`src/rtl/systolic_array_acc.sv`:
```
// Rank-1-update systolic matrix multiplier with per-PE accumulators.
// One operand port loads an A column (H values) then a B row (W values);
// a skewed H x W grid accumulates a[r]*b[c] into PE(r,c). A flush drains
// C row-major over a valid/yumi port and auto-clears the accumulators.
module systolic_array_acc #(
    parameter int width_p        = 8,
    parameter int acc_width_p    = 16,
    parameter int array_width_p  = 2,
    parameter int array_height_p = 2,
    parameter int signed_p       = 0,
    parameter int saturate_p     = 0
) (
    input  logic                   clk_i,
    input  logic                   reset_n_i,
    input  logic                   en_i,
    input  logic                   clear_i,
    input  logic                   valid_i,
    output logic                   ready_o,
    input  logic [width_p-1:0]     data_i,
    input  logic                   flush_i,
    output logic                   valid_o,
    input  logic                   yumi_i,
    output logic [acc_width_p-1:0] data_o,
    output logic                   last_o,
    output logic                   busy_o
);

    localparam int H  = array_height_p;
    localparam int W  = array_width_p;
    localparam int N  = H * W;
    localparam int AW = acc_width_p;
    localparam int PW = 2 * width_p;
    // Internal arithmetic width: wide enough for the full product or the
    // accumulator, plus headroom for the sum and a sign bit.
    localparam int XW = ((PW > AW) ? PW : AW) + 2;
    localparam int CW = $clog2(H + W);
    localparam int KW = (N > 1) ? $clog2(N) : 1;

    localparam logic signed [XW-1:0] LP_ONE = {{(XW-1){1'b0}}, 1'b1};
    localparam logic signed [XW-1:0] LP_MAX = (signed_p != 0) ?
        ((LP_ONE <<< (AW - 1)) - LP_ONE) : ((LP_ONE << AW) - LP_ONE);
    localparam logic signed [XW-1:0] LP_MIN = (signed_p != 0) ?
        (-(LP_ONE <<< (AW - 1))) : '0;

    typedef enum logic [1:0] {
        S_IDLE,
        S_LOAD,
        S_COMPUTE,
        S_DRAIN
    } state_t;

    state_t             r_state;
    logic [CW-1:0]      r_ld;
    logic [CW-1:0]      r_t;
    logic [KW-1:0]      r_k;
    logic [width_p-1:0] r_abuf [H];
    logic [width_p-1:0] r_bbuf [W];
    logic [width_p-1:0] r_ah   [H][W];
    logic [width_p-1:0] r_bv   [H][W];
    logic [AW-1:0]      r_acc  [N];

    logic [width_p-1:0] w_a [H][W];
    logic [width_p-1:0] w_b [H][W];
    logic               w_last;
    logic               w_step;
    logic               w_clr;
    logic [AW-1:0]      w_data;

    // Extend an accumulator-width value into the internal arithmetic width.
    function automatic logic signed [XW-1:0] f_ext(input logic [AW-1:0] v);
        if (signed_p != 0)
            return {{(XW-AW){v[AW-1]}}, v};
        else
            return {{(XW-AW){1'b0}}, v};
    endfunction

    // One multiply-accumulate step: product limited to the accumulator
    // range (clamp or truncate), then the sum clamped or wrapped.
    function automatic logic [AW-1:0] f_mac(input logic [AW-1:0]      acc,
                                           input logic [width_p-1:0] a,
                                           input logic [width_p-1:0] b);
        logic [PW-1:0]          v_ax;
        logic [PW-1:0]          v_bx;
        logic [PW-1:0]          v_p;
        logic signed [XW-1:0]   v_pe;
        logic signed [XW-1:0]   v_s;
        if (signed_p != 0) begin
            v_ax = {{width_p{a[width_p-1]}}, a};
            v_bx = {{width_p{b[width_p-1]}}, b};
        end else begin
            v_ax = {{width_p{1'b0}}, a};
            v_bx = {{width_p{1'b0}}, b};
        end
        v_p = v_ax * v_bx;
        if (signed_p != 0)
            v_pe = {{(XW-PW){v_p[PW-1]}}, v_p};
        else
            v_pe = {{(XW-PW){1'b0}}, v_p};
        if (saturate_p != 0) begin
            if (v_pe > LP_MAX)
                v_pe = LP_MAX;
            else if (v_pe < LP_MIN)
                v_pe = LP_MIN;
        end else begin
            v_pe = f_ext(v_pe[AW-1:0]);
        end
        v_s = f_ext(acc) + v_pe;
        if (saturate_p != 0) begin
            if (v_s > LP_MAX)
                v_s = LP_MAX;
            else if (v_s < LP_MIN)
                v_s = LP_MIN;
        end
        return v_s[AW-1:0];
    endfunction

    assign w_last  = (r_state == S_DRAIN) && (r_k == KW'(N - 1));
    assign w_step  = en_i && (r_state == S_COMPUTE);
    // Accumulators clear on an uncontested clear in IDLE or on the final yumi.
    assign w_clr   = en_i && (((r_state == S_IDLE) && !valid_i && !flush_i && clear_i) ||
                              (w_last && yumi_i));

    assign ready_o = reset_n_i && en_i && ((r_state == S_IDLE) || (r_state == S_LOAD));
    assign valid_o = (r_state == S_DRAIN);
    assign last_o  = w_last;
    assign busy_o  = (r_state != S_IDLE);
    assign data_o  = w_data;

    // Skewed injection: a[r] enters row r in cycle r, b[c] enters column c
    // in cycle c, so both reach PE(r,c) in cycle r+c.
    for (genvar gr = 0; gr < H; gr++) begin : g_row
        for (genvar gc = 0; gc < W; gc++) begin : g_col
            if (gc == 0) begin : g_a_edge
                assign w_a[gr][gc] = (r_t == CW'(gr)) ? r_abuf[gr] : '0;
            end else begin : g_a_pipe
                assign w_a[gr][gc] = r_ah[gr][gc-1];
            end
            if (gr == 0) begin : g_b_edge
                assign w_b[gr][gc] = (r_t == CW'(gc)) ? r_bbuf[gc] : '0;
            end else begin : g_b_pipe
                assign w_b[gr][gc] = r_bv[gr-1][gc];
            end
        end
    end

    // Control FSM: operand load sequencing, compute timing, drain index.
    always_ff @(posedge clk_i or negedge reset_n_i) begin
        if (!reset_n_i) begin
            r_state <= S_IDLE;
            r_ld    <= '0;
            r_t     <= '0;
            r_k     <= '0;
            for (int unsigned i = 0; i < H; i++) r_abuf[i] <= '0;
            for (int unsigned j = 0; j < W; j++) r_bbuf[j] <= '0;
        end else if (en_i) begin
            unique case (r_state)
                S_IDLE: begin
                    if (valid_i) begin
                        r_abuf[0] <= data_i;
                        r_ld      <= CW'(1);
                        r_state   <= S_LOAD;
                    end else if (flush_i) begin
                        r_k     <= '0;
                        r_state <= S_DRAIN;
                    end
                end
                S_LOAD: begin
                    if (valid_i) begin
                        for (int unsigned i = 0; i < H; i++)
                            if (r_ld == CW'(i)) r_abuf[i] <= data_i;
                        for (int unsigned j = 0; j < W; j++)
                            if (r_ld == CW'(H + j)) r_bbuf[j] <= data_i;
                        if (r_ld == CW'(H + W - 1)) begin
                            r_ld    <= '0;
                            r_t     <= '0;
                            r_state <= S_COMPUTE;
                        end else begin
                            r_ld <= r_ld + CW'(1);
                        end
                    end
                end
                S_COMPUTE: begin
                    if (r_t == CW'(H + W - 2)) begin
                        r_t     <= '0;
                        r_state <= S_IDLE;
                    end else begin
                        r_t <= r_t + CW'(1);
                    end
                end
                S_DRAIN: begin
                    if (yumi_i) begin
                        if (w_last) begin
                            r_k     <= '0;
                            r_state <= S_IDLE;
                        end else begin
                            r_k <= r_k + KW'(1);
                        end
                    end
                end
                default: r_state <= S_IDLE;
            endcase
        end
    end

    // Operand pipelines: a moves right, b moves down, one PE per compute cycle.
    always_ff @(posedge clk_i or negedge reset_n_i) begin
        if (!reset_n_i) begin
            for (int unsigned r = 0; r < H; r++)
                for (int unsigned c = 0; c < W; c++) begin
                    r_ah[r][c] <= '0;
                    r_bv[r][c] <= '0;
                end
        end else if (w_step) begin
            for (int unsigned r = 0; r < H; r++)
                for (int unsigned c = 0; c < W; c++) begin
                    r_ah[r][c] <= w_a[r][c];
                    r_bv[r][c] <= w_b[r][c];
                end
        end
    end

    // Per-PE accumulators: PE(r,c) updates only in compute cycle r+c.
    always_ff @(posedge clk_i or negedge reset_n_i) begin
        if (!reset_n_i) begin
            for (int unsigned i = 0; i < N; i++) r_acc[i] <= '0;
        end else if (w_clr) begin
            for (int unsigned i = 0; i < N; i++) r_acc[i] <= '0;
        end else if (w_step) begin
            for (int unsigned r = 0; r < H; r++)
                for (int unsigned c = 0; c < W; c++)
                    if (r_t == CW'(r + c))
                        r_acc[r*W + c] <= f_mac(r_acc[r*W + c], w_a[r][c], w_b[r][c]);
        end
    end

    // Result mux: drain element k is accumulator k (row-major); zero elsewhere.
    always_comb begin
        w_data = '0;
        if (r_state == S_DRAIN)
            for (int unsigned i = 0; i < N; i++)
                if (r_k == KW'(i)) w_data = r_acc[i];
    end

endmodule

```
`config.mk`:
```
export PLATFORM = sky130hd
export DESIGN_NAME = systolic_array_acc
export DESIGN_NICKNAME = d
export VERILOG_FILES = /design/src/rtl/systolic_array_acc.sv
export SDC_FILE = /design/constraint.sdc
export NUM_CORES = 1
export LEC_CHECK = 0
export CAP_MARGIN = 20
export CORE_MARGIN = 8
export CORE_UTILIZATION = 30
export DETAILED_ROUTE_END_ITERATION = 16
export DONT_BUFFER_PORTS = 1
export PLACE_DENSITY = 0.45
export SETUP_SLACK_MARGIN = 0.1
export SKIP_LAST_GASP = 1
export SYNTH_ARGS = -nofsm -noshare
export SYNTH_HDL_FRONTEND = slang
export SYNTH_SLANG_ARGS = --single-unit
```
`constraint.sdc`:
```
create_clock -name clk_i -period 7.95 [get_ports clk_i]
set_input_delay 1.59 -clock clk_i [delete_from_list [all_inputs] [get_ports clk_i]]
set_output_delay 1.59 -clock clk_i [all_outputs]
set_load 0.1 [all_outputs]
```
Yosys cells after proc, flatten, opt, wreduce, memory -nomap -nowiden
Cells that the tools add are included.

Add/sub/neg operators: 7. Multiply operators: 4. Eq/ne operators: 21. Muxes and demuxes: 89. Reductions and logical operators: 36.

Operator list (number): $mux W16 (58); $mux W64 (2); $add A16 B16 Y16 (4); $mul A16 B16 Y16 (4); $mux W8 (7); $mux W2 (17); $reduce_and A4 Y1 (5); $pmux W8 S2 (1); $reduce_bool A2 Y1 (8); $eq A2 B2 Y1 const B (7); $pmux W2 S2 (3); $ne A2 B1 Y1 const B (5); $reduce_and A5 Y1 (2); $logic_and A1 B1 Y1 (9); $eq A2 B1 Y1 const B (4); $logic_not A2 Y1 (4); $ne A2 B2 Y1 const B (4); $pmux W2 S4 (1); $reduce_and A7 Y1 (1); $add A2 B1 Y2 const B (3); $reduce_and A2 Y1 (3); $ne A3 B3 Y1 const B (1); $logic_not A1 Y1 (2); $logic_or A1 B1 Y1 (2).

Flip-flop bits (word level): 136. Input bits: 15.

Logic depth before layout (Yosys ltp)
Depth after elaboration: 15. Depth in mapped cells: 28. Depth with buffers taken out: 27.

Least setup slack after synthesis
OpenSTA, ideal clock, no wires.

Path type: register to register. Start: reg r_t[1]. End: reg r_acc[31] (netlist bit). Setup time: 0.132 ns. Arrival time: 6.508 ns. Setup slack: 1.310 ns. Stages on the path, launching flop included: 28. Clock period less this slack: 6.640 ns. Cell sequence: dfrtp_1 nor2b_1 clkbuf_1 clkbuf_1 clkbuf_1 nand3_1 fa_1 fa_1 inv_1 ha_1 fa_1 ha_1 inv_1 fa_1 inv_1 ha_1 o21a_1 o31ai_1 a21boi_0 ha_1 a211o_1 o211ai_1 o31ai_1 or2_1 o311a_1 a311oi_2 xnor2_1 o21ai_1.

Word-level cells in the longest chain between the ends: 13. Elaborated cells between the ends (all ways): 15. Classes of those cells: add/sub: 1; mul: 1; eq/ne: 1; mux: 10; reduce/logical: 2.

Ends and longest elaborated chain: from (decl) (RTL line 54) `logic [CW-1:0] r_t;`; from (signal assigned) (RTL line 187) `r_t <= r_t + CW'(1);`; $eq A2 B1 Y1 * (RTL line 134, 231); $mux W8 (RTL line 134) `assign w_a[gr][gc] = (r_t == CW'(gr)) ? r_abuf[gr] : '0;`; $mux W16 (RTL line 231) `if (r_t == CW'(r + c))`; $mux W16 (RTL line 228) `end else if (w_step) begin`; $mux W16 (RTL line 226) `end else if (w_clr) begin`; $mul A16 B16 Y16 (RTL line 94) `v_p = v_ax * v_bx;`; $mux W16 (RTL line 231); $mux W16 (RTL line 228); $mux W16 (RTL line 226); $add A16 B16 Y16 (RTL line 107) `v_s = f_ext(acc) + v_pe;`; $mux W16 (RTL line 231); $mux W64 (RTL line 228); $mux W64 (RTL line 226); to (signal, indexed assignment) (RTL line 232) `r_acc[r*W + c] <= f_mac(r_acc[r*W + c], w_a[r][c], w_b[r][c]);`; to (decl) (RTL line 60) `logic [AW-1:0] r_acc [N];`.

Mark *: on every way between the ends. The rest lies on a longest branch, timed or not. The select of a mux whose other input is x is not followed. A chain may end at the register's enable or synchronous reset.

Worst setup path in the final report
Start: reg r_t[1]. End: reg r_acc[63] (netlist bit).

Word-level cells in the longest chain between the ends: 13. Elaborated cells between the ends (all ways): 19. Classes of those cells: add/sub: 1; mul: 1; mux: 14; reduce/logical: 3.

Ends and longest elaborated chain (RTL line): $logic_not A2 Y1 * (134, 139, 231); $mux W8, on equally long branches (134, 139); $mux W16 (231); $mux W16 (228); $mux W16 (226); $mul A16 B16 Y16 (94); $mux W16 (231); $mux W16 (228); $mux W16 (226); $add A16 B16 Y16 (107); $mux W16 (231); $mux W64 (228); $mux W64 (226).

Marked as above.

==> summary.md <==
| Metric | Value |
|---|---|
| Status | `finished, final reports clean` |
| Most frequent cells after synthesis | `inv_1 (310), ha_1 (292), nand2_1 (206), and3_1 (151), fa_1 (144)` |
| YS warnings | `0` |
| Hold Crit Class | `flip-flop to flip-flop` |
| Mapped Area | `18110 µm²` |
| Worst Setup End Kind | `flip-flop` |
| Core area | `60020 µm²` |
| VDD IR max | `~170 µV` |
| Remaining DRCs | `0` |
| Overflow after GRT | `0` |
| Number of max-cap violations | `0` |
| Reg area | `roughly 3400 µm²` |
| Crit Path Max Fanout | `39` |
| Io pins | `35` |
| Post_cts resized | `0` |
| CP cell instances | `nor2_4, buf_4, and3_1, fa_1, fa_1, ha_1, ha_1, inv_1, fa_1, fa_1, inv_1, ha_1, a21oi_1, a21bo_1, a41oi_1, nor2b_1, xnor2_1, ha_1, a21o_1, a21o_1, a21o_1, a31oi_1, xnor2_1, o21ai_1` |
| Diodes inserted | `0` |
| Hold-critical path depth | `2` |
| Max Clock Freq | `145.5 MHz` |
| Routed wire length | `50280 µm` |
| Setup Viol. Count Final | `0` |
| Leak pwr | `approximately 11 nW` |
| Clock Tree Buf Depth | `2` |
| Cells after DPL | `roughly 2.8k` |
| CTS sink cnt | `136` |
| Non-filler cells in the finished layout | `2867` |
| Vias in the first global route | `between 10k and 15k` |
| Library cells used by synthesis | `72` |
| Synth Register Bits | `roughly 140` |
| Pin count of the biggest net entering global routing | `approximately 140` |
| Post-synth top area cell | `ha_1` |
| EDFF count, synth | `0` |
| First-pass GRT wire length | `79780 µm` |
| Die Span X | `261.7 µm` |
| Gp weighted congestion | `0.8388` |
| Max incr delay on CP | `0.67 ns` |
| Mapped Avg Cell Area | `approximately 8.5 µm²` |
| Setup TNS | `0 ns` |
| Multi-input gate area | `~13000 µm²` |
| Layout Nets | `~2.5k` |
| Crit-path slowest cell | `nor2_4` |
| First drt pass iteration count | `4` |
| DRT iter0 DRCs | `844` |
| Hold slack | `0.5274 ns` |
| Row count | `90` |
| Fin crit share | `86.44%` |
| Post-synth ARST share | `between 90% and 100%` |
| Hold_buf cts | `0` |
| Filler cells | `6323` |
| Total CTS buffers | `17` |
| Via/cell ratio | `5.003` |
| Setup ws final | `1.078 ns` |
| Post-synthesis cell count | `approximately 2.1k` |
| Area grow syn2layout | `8.002%` |
| Tot Pwr | `4.228 mW` |
| Clock Pin Slew Worst Setup and Hold Paths | `0.07 ns` |
| Startpoint Class | `flip-flop` |
| Final Slew Violations | `0` |
| Top cell type's share of synthesized area | `20.18%` |
| Post-Place Worst Slack | `1.079 ns` |
| Clk Latency, worst-skew pair | `roughly 0.48 ns` |
| Worst Tran Pin Value | `1.155 ns` |
| Crit path arrival time | `just over 7 ns` |
| Root buffer cell | `clkbuf_16` |
| Share of cells above drive strength 1 | `4.748%` |
| Most frequent cell after synthesis | `inv_1` |
| Starting density of the core | `a little under a third` |
| Synthesized net count | `2570` |
| Seq/Total Area, Yosys | `18.80%` |
| Post-CTS Setup Inserts | `0` |
| Pwr dens | `216.2 nW/µm²` |
| Max_slew headroom | `between 20% and 30%` |
| WL/cell | `17.54 µm` |
| Antenna-violating nets left | `0` |
| Vias | `14.35k` |
| H-tree levels | `4` |
| Die H | `around 260 µm` |
| Worst Reg2Reg Path Length in Cells | `24` |
| Largest cells by area after synthesis | `ha_1 (20%), dfrtp_1 (19%), fa_1 (16%), inv_1 (6.4%), and3_1 (5.2%)` |
| Worst Path Required | `8.28 ns` |
| Final hold viol count | `0` |
| Tot GR Track Use | `14.95%` |
| Synth Flop Type | `dfrtp_1` |
| DIE AREA | `a little under 70000 µm²` |
| # port buffers | `0` |
| Minimum clock period | `around 6.9 ns` |
| CTS tree | `built` |
| Kind of critical path | `flip-flop to flip-flop` |
| Initial antenna violation count | `1` |
| Clk_skew | `roughly 0.015 ns` |
| Post-DP HPWL | `39300 µm` |
| RSZ-0062 raised after global routing | `no` |
## layer usage
metal  track usage (%)  share of wire [%]
met2             23.51                 45
met5                 0                  0
met1             20.30                 48
met3             3.206                4.9
met4             4.768                2.3
## flip-flops by register name (all words and copies together) (netlist names)
signal,count
r_abuf,16
r_acc,64
r_ah,16
r_bbuf,16
r_bv,16
r_k,2
r_ld,2
r_state,2
r_t,2
## worst max-delay path, delay by kind of cell (launching register included)
family	cells	cell delay (ns)
xor gates and xnor gates	2	0.28
and+or+nand+nor	3	1.07
AOI/OAI and AO/OA	8	1.41
adders and majority gates	8	3.05
DFF	1	0.47
buffers and inverters	3	0.40
## layout make-up
class | count | area share [%]
multi-input combinational | 1591 | 67.92
sequential | 136 | 17.40
inverter | 311 | 5.970
tap | 782 | 5.004
clock buffer | 19 | 2.214
clock inverter | 13 | 0.7422
timing repair buffer | 15 | 0.7422
## power breakdown
part | switching, mW | internal [mW]
logic | 1.21 | 0.714
registers | 0.576 | 0.902
clock network | 0.361 | 0.464
total | 2.15 | 2.08
## cell families (layout without fill, tap and decap cells)
logic type / Yosys count / after routing / share of synthesized area, %
muxes: 26 / 26 / 1.610
buffers and inverters: 392 / 358 / 8.161
DFF: 136 / 136 / 18.80
AOI/OAI and AO/OA: 344 / 344 / 12.04
adders and majority gates: 436 / 436 / 36.10
and+or+nand+nor: 697 / 697 / 19.03
xor gates and xnor gates: 88 / 88 / 4.257
## path summary, 6_finish.rpt
kind / startpoint / endpoint / slack (ns)
setup / recovery: r_t[1]$_DFFE_PN0P_ / r_acc[63]$_DFFE_PN0P_ / 1.08
hold / removal: r_acc[17]$_DFFE_PN0P_ / r_acc[17]$_DFFE_PN0P_ / 0.53
setup reg to reg: r_t[1]$_DFFE_PN0P_ / r_acc[63]$_DFFE_PN0P_ / 1.08
hold reg to reg: r_acc[17]$_DFFE_PN0P_ / r_acc[17]$_DFFE_PN0P_ / 0.53
max in group asynchronous: reset_n_i / r_bbuf[12]$_DFFE_PN0P_ / 6.84
min in group asynchronous: reset_n_i / r_acc[13]$_DFFE_PN0P_ / 0.82
## stage by stage
stage / utilization [%] / area (µm²)
final: 32.58 / 19560
after global routing: 32.58 / 19560
after CTS: 32.58 / 19560
after detailed placement: 31.62 / 18980
after global placement: 31.57 / 18950
after floorplan: - / 18110
## placed cells by master, fill, tap and decap left out, types with 5 or more instances in the layout
master     count
dfrtp_1      136
mux2_2        24
o21ai_0       34
fa_1         144
o31ai_1        9
nor2b_1       22
a22o_1         5
and3_1       151
o21a_1        19
xor2_1        35
o21ai_1       63
nor3_1        12
nor2_2        17
buf_4         13
o31a_1         6
ha_1         292
a21oi_1      106
clkbuf_16     17
o211ai_1       5
or3_1          5
inv_1        310
a32o_1         7
a221oi_1       6
nand2_1      206
nand2b_1      19
xnor2_1       53
a211oi_1       9
a21o_1        27
and2_1        48
nand3_1       98
nor2_1        98
No activity file was read; power rests on OpenSTA's default activity.
